[src/rtl/branch_ras_unit.sv]
// branch_ras_unit: branch condition evaluation with a registered redirect
// (b_take/b_target, one cycle of latency) and an optional circular
// return-address stack.
// Optional feature macro: BRANCH_RAS_EN. When it is defined, the
// return-address stack is built. When it is not defined, RET redirects to
// target_in and the stack status outputs are tied off.
module branch_ras_unit #(
  parameter int ADDR_W    = 8,
  parameter int RAS_DEPTH = 4
) (
  input  logic              clk,
  input  logic              rst_n,
  input  logic              valid_in,
  input  logic              stall,
  input  logic [2:0]        btype,
  input  logic              is_call,
  input  logic [3:0]        flag_mask,
  input  logic [ADDR_W-1:0] pc_next,
  input  logic [ADDR_W-1:0] target_in,
  output logic              b_take,
  output logic [ADDR_W-1:0] b_target,
  output logic              ras_empty,
  output logic              ras_full,
  output logic              ras_ovf,
  output logic              ras_unf
);
  localparam logic [2:0] BT_JZ   = 3'b001;
  localparam logic [2:0] BT_JN   = 3'b010;
  localparam logic [2:0] BT_JC   = 3'b011;
  localparam logic [2:0] BT_JV   = 3'b100;
  localparam logic [2:0] BT_LOOP = 3'b101;
  localparam logic [2:0] BT_JMP  = 3'b110;
  localparam logic [2:0] BT_RET  = 3'b111;

  logic              accept;
  logic              taken;
  logic              b_take_d, b_take_q;
  logic [ADDR_W-1:0] b_target_d, b_target_q;

  // A request counts only when it is qualified and the pipe is not stalled
  assign accept = valid_in & ~stall;

  // Branch condition from the type code and the flags
  always_comb begin
    taken = 1'b0;
    case (btype)
      BT_JZ:          taken = flag_mask[0];
      BT_JN:          taken = flag_mask[1];
      BT_JC:          taken = flag_mask[2];
      BT_JV:          taken = flag_mask[3];
      BT_LOOP:        taken = ~flag_mask[0];
      BT_JMP, BT_RET: taken = 1'b1;
      default:        taken = 1'b0;
    endcase
  end

`ifdef BRANCH_RAS_EN
  localparam int PTR_W = $clog2(RAS_DEPTH);
  localparam int CNT_W = PTR_W + 1;

  logic [RAS_DEPTH-1:0][ADDR_W-1:0] stack_q, stack_d;
  logic [PTR_W-1:0]                 ptr_q, ptr_d, ptr_dec;
  logic [CNT_W-1:0]                 cnt_q, cnt_d;
  logic                             ovf_q, ovf_d, unf_q, unf_d;
  logic                             empty, full;

  assign empty   = (cnt_q == '0);
  assign full    = (cnt_q == CNT_W'(RAS_DEPTH));
  assign ptr_dec = ptr_q - PTR_W'(1);

  // Redirect and stack update. A CALL on a full stack wraps the pointer,
  // overwriting the oldest entry. A RET on an empty stack still redirects,
  // to address 0.
  always_comb begin
    b_take_d   = accept & taken;
    b_target_d = b_target_q;
    stack_d    = stack_q;
    ptr_d      = ptr_q;
    cnt_d      = cnt_q;
    ovf_d      = ovf_q;
    unf_d      = unf_q;
    if (accept && taken) b_target_d = target_in;
    if (accept && btype == BT_JMP && is_call) begin
      stack_d[ptr_q] = pc_next;
      ptr_d          = ptr_q + PTR_W'(1);
      if (full) ovf_d = 1'b1;
      else      cnt_d = cnt_q + CNT_W'(1);
    end
    if (accept && btype == BT_RET) begin
      if (empty) begin
        b_target_d = '0;
        unf_d      = 1'b1;
      end else begin
        ptr_d      = ptr_dec;
        cnt_d      = cnt_q - CNT_W'(1);
        b_target_d = stack_q[ptr_dec];
      end
    end
  end

  // Stack pointer, occupancy and sticky error flags
  always_ff @(posedge clk) begin
    if (!rst_n) begin
      ptr_q <= '0;
      cnt_q <= '0;
      ovf_q <= 1'b0;
      unf_q <= 1'b0;
    end else begin
      ptr_q <= ptr_d;
      cnt_q <= cnt_d;
      ovf_q <= ovf_d;
      unf_q <= unf_d;
    end
  end

  // Stack storage is not reset. A request that arrives during reset is dropped.
  always_ff @(posedge clk) begin
    if (rst_n) stack_q <= stack_d;
  end

  assign ras_empty = empty;
  assign ras_full  = full;
  assign ras_ovf   = ovf_q;
  assign ras_unf   = unf_q;
`else
  // Redirect only. RET uses the decoded target like any other branch.
  always_comb begin
    b_take_d   = accept & taken;
    b_target_d = b_target_q;
    if (accept && taken) b_target_d = target_in;
  end

  assign ras_empty = 1'b1;
  assign ras_full  = 1'b0;
  assign ras_ovf   = 1'b0;
  assign ras_unf   = 1'b0;

  logic unused_ras;
  assign unused_ras = &{1'b0, is_call, pc_next};
`endif

  // Registered redirect outputs
  always_ff @(posedge clk) begin
    if (!rst_n) begin
      b_take_q   <= 1'b0;
      b_target_q <= '0;
    end else begin
      b_take_q   <= b_take_d;
      b_target_q <= b_target_d;
    end
  end

  assign b_take   = b_take_q;
  assign b_target = b_target_q;
endmodule
[config.mk]
export PLATFORM = sky130hd
export DESIGN_NAME = branch_ras_unit
export DESIGN_NICKNAME = d
export VERILOG_FILES = /design/src/rtl/branch_ras_unit.sv
export SDC_FILE = /design/constraint.sdc
export NUM_CORES = 1
export LEC_CHECK = 0
export ABC_AREA = 1
export CORE_AREA = 2 2 44 46
export DETAILED_ROUTE_END_ITERATION = 16
export DIE_AREA = 0 0 46 48
export GPL_TIMING_DRIVEN = 0
export HOLD_SLACK_MARGIN = 0.15
export PLACE_DENSITY = 0.83
export SLEW_MARGIN = 20
export SYNTH_ARGS = -nofsm -noshare
export SYNTH_HDL_FRONTEND = slang
export SYNTH_SLANG_ARGS = --single-unit
export TNS_END_PERCENT = 30
[constraint.sdc]
create_clock -name clk -period 1.2 [get_ports clk]
set_input_delay 0.12 -clock clk [delete_from_list [all_inputs] [get_ports clk]]
set_output_delay 0.12 -clock clk [all_outputs]
set_load 0.05 [all_outputs]
==> results of run 1 <==
[final cells by class]
class                   instances  area share, %
inverters                      12          5.405
repair buffers                 26          32.43
flip-flops and latches          9          21.62
plain buffers                   7          6.907
clock buffers                   4          3.153
multi-input cells              50          27.93
well taps                      17          2.553
[layout by cell type (no fill, tap or decap)]
master,count
nand2_1,15
clkdlybuf4s50_1,15
nand3_1,9
inv_1,9
dfxtp_1,9
a21oi_1,8
nor2_1,8
clkdlybuf4s15_2,8
buf_4,4
conb_1,4
inv_2,3
clkbuf_4,3
nand2_2,2
buf_6,2
dlymetal6s2s_1,2
o21ai_2,1
nand2_4,1
nor2_2,1
buf_2,1
and3_2,1
clkbuf_1,1
clkbuf_2,1
[critical path, stage by stage]
cell and delay, ns:
clkdlybuf4s50_1 0.51, inv_2 0.05, nand2_1 0.05, nand3_1 0.06, nand2_1 0.07, inv_2 0.04, nand2_4 0.09, buf_6 0.14
nand3_1 0.07, nand2_1 0.06, nor2_1 0.03
[flip-flops by register name (all words and copies together), names as in the netlist]
register  cells
b_target      8
b_take        1
[power by group through the flow]
| stage | clock network (mW) | logic (mW) | registers, mW |
|---|---|---|---|
| after detailed placement | 0 | 0.305 | 0.333 |
| after CTS | 0.236 | 0.301 | 0.327 |
| after global placement | 0 | 0.301 | 0.333 |
| final | 0.229 | 0.299 | 0.326 |
| after global routing | 0.259 | 0.322 | 0.328 |
| after floorplan | 0 | 0.131 | 0.398 |
[logic make-up after synthesis]
kind of cell | after synthesis | share of synthesized area [%]
compound gates | 9 | 9.654
buf+inv | 19 | 20.30
flops | 9 | 35.64
other cells | 2 | 1.486
simple gates | 37 | 32.92
[stage by stage]
| step | hold slack [ns] | instances |
|---|---|---|
| detailed placement | 0.4295 | 121 |
| global route | 0.1719 | 125 |
| global placement | 0.4233 | 121 |
| floorplan | 0.3391 | 78 |
| finish | 0.1559 | 125 |
| CTS | 0.1541 | 125 |
[worst min-delay path by stage]
stage	start	endpoint	slack [ns]	cells after the start
after floorplan	target_in[1]	b_target[1]	0.34	4
after global placement	rst_n	b_target[1]	0.42	3
after detailed placement	rst_n	b_target[7]	0.43	3
after CTS	rst_n	b_target[7]	0.15	3
after global routing	rst_n	b_target[3]	0.17	3
final	rst_n	b_target[1]	0.16	3
[layer usage]
| layer | wire length [um] | part of all wire [%] | vias up | track usage, % |
|---|---|---|---|---|
| li1 | - | - | 288 | - |
| met1 | 458 | 43 | 228 | 13.00 |
| met2 | 502 | 47 | 22 | 18.61 |
| met3 | 106 | 9.9 | 2 | 5.283 |
| met4 | 8 | 0.74 | 0 | 5.143 |
| met5 | 0 | 0 | - | 0 |
[repair_timing]
action	4_1_cts	5_1_grt
hold buffers	0	0
gates resized for setup	27	4
endpoints found under the setup margin	10	9
==> results by group, run 1 <==
Run status
  • Status: finished, final reports clean

Critical path
  • CP Data Required Time: 1.36 ns
  • Worst Reg-to-Reg Cells: 2
  • WP data arrival: 1.29 ns
  • CP Capture Type: flip-flop
  • Setup Crit Path Kind: input port to flip-flop
  • Crit path to: b_target[1]
  • Crit Path Max Fanout: 10
  • FF-to-FF End: b_target[7]
  • CP Launch Type: input port
  • Worst setup startpoint: btype[0]
  • Worst R2R Setup Slack: 0.62 ns
  • Worst reg2reg startpoint: b_target[7]

Route
  • Drt initial violations: 1
  • Drt via density: 4.320
  • DR vias: 540
  • Avg WL per Cell: 8.608 um
  • # DRC: 0
  • Detail Route Antenna Nets: 0
  • Final wirelength: 1076 um
  • Number of iterations in the first detailed-routing pass: 3

Clocking
  • CTS Buf Count: 3
  • H-tree depth reported by CTS: 1
  • Max clock buf depth: 2
  • TritonCTS clock tree: done
  • Postcts setup bufs: 0
  • Clock Sinks: 9
  • Reg clk slew, reported paths: 0.06 ns
  • Root Buffer: clkbuf_4
  • Clock Latency Late Sink: 0.25 ns

Timing
  • Period utilization: 94.56%
  • Clock period minus final worst setup slack: 1.135 ns
  • Max Slew Vio Count: 0
  • Endpoints failing setup: 0
  • Final hold vios: 0
  • Max Freq: 881.3 MHz
  • Setup TNS: 0 ns
  • RSZ-0062 raised after global routing: no
  • Skew final: 0 ns
  • Setup ws final: 0.06529 ns

Global routing
  • Vias in the first global route: 442
  • Largest net degree at the start of global routing: 11
  • Gr ovfl total: 0
  • Initial antenna violation count: 0
  • GRT Overall Usage: 11.51%
  • Global-route wire length before repair: 1759 um

Synthesis
  • Top cells by area, synth: dfxtp_1 (36%), nand2_1 (11%), nand3_1 (8.9%), a21oi_1 (7.9%), inv_1 (7.4%)
  • Yosys reg bits: 9
  • Register area share after synthesis: 35.64%
  • Area leader, netlist: dfxtp_1
  • Top-count cell post-synth: nand2_1
  • Ys flop type: dfxtp_1
  • Post-synth EDFFs: 0
  • Ys async rst share: 0%
  • Mean Syn Cell Area: 6.651 sq um
  • Synth cell count leaders: nand2_1 (15), inv_1 (10), dfxtp_1 (9), nand3_1 (9), nor2_1 (9)
  • Post-synth top area share: 35.64%
  • Synth unique cells: 15
  • Cells after synthesis: 76
  • Post-Syn Area: 505.5 sq um
  • Synth warnings: 0

Flow run
  • Max-cap violation count: 0

Floorplanning
  • Row cnt: 15
  • IO Pins: 41
  • Core Box Area: 1689 sq um
  • Die W: 46 um
  • Area of the die: 2208 sq um
  • Starting Density: 29.93%
  • Die Ht: 48 um

Pwr
  • PD cells: 1026 nW/um^2
  • Flop pwr share: 38.2%
  • Worst VDD drop: 0.4119 mV
  • Leak: 0.4182 nW
  • Clk pwr share: 26.8%
  • P_int: 0.5694 mW
  • Sw Ratio: 33.39%
  • Total Power: 0.8548 mW
  • NetSw: 0.2854 mW
  • Combinational Power Share: 35.0%

Placement
  • # port buffers: 26
  • Place WS: -0.3014 ns
  • Gpl congestion: 0.6657
  • Placed cell area: 794.5 sq um
  • Hpwl dp: 900 um

Cells and area
  • Share of layout cells above drive strength 1: 25.93%
  • Nets: 137
  • Register area: 180.2 sq um
  • Finished Core Util: 49.33%
  • Design area: 833.3 sq um
  • Layout area overhead: 64.85%
  • Fillers: 172
  • Area occupied by multi-input gates: 232.7 sq um
  • Antenna Cells: 0

Hold path
  • Worst Hold Class: input port to flip-flop
Power figures use the tool's default switching activity.
==> inputs of run 2 (changes only) <==
- SLEW_MARGIN: 20 -> 10
==> results of run 2 <==
Final layout, timing and power as in run 1 (identical DEF).
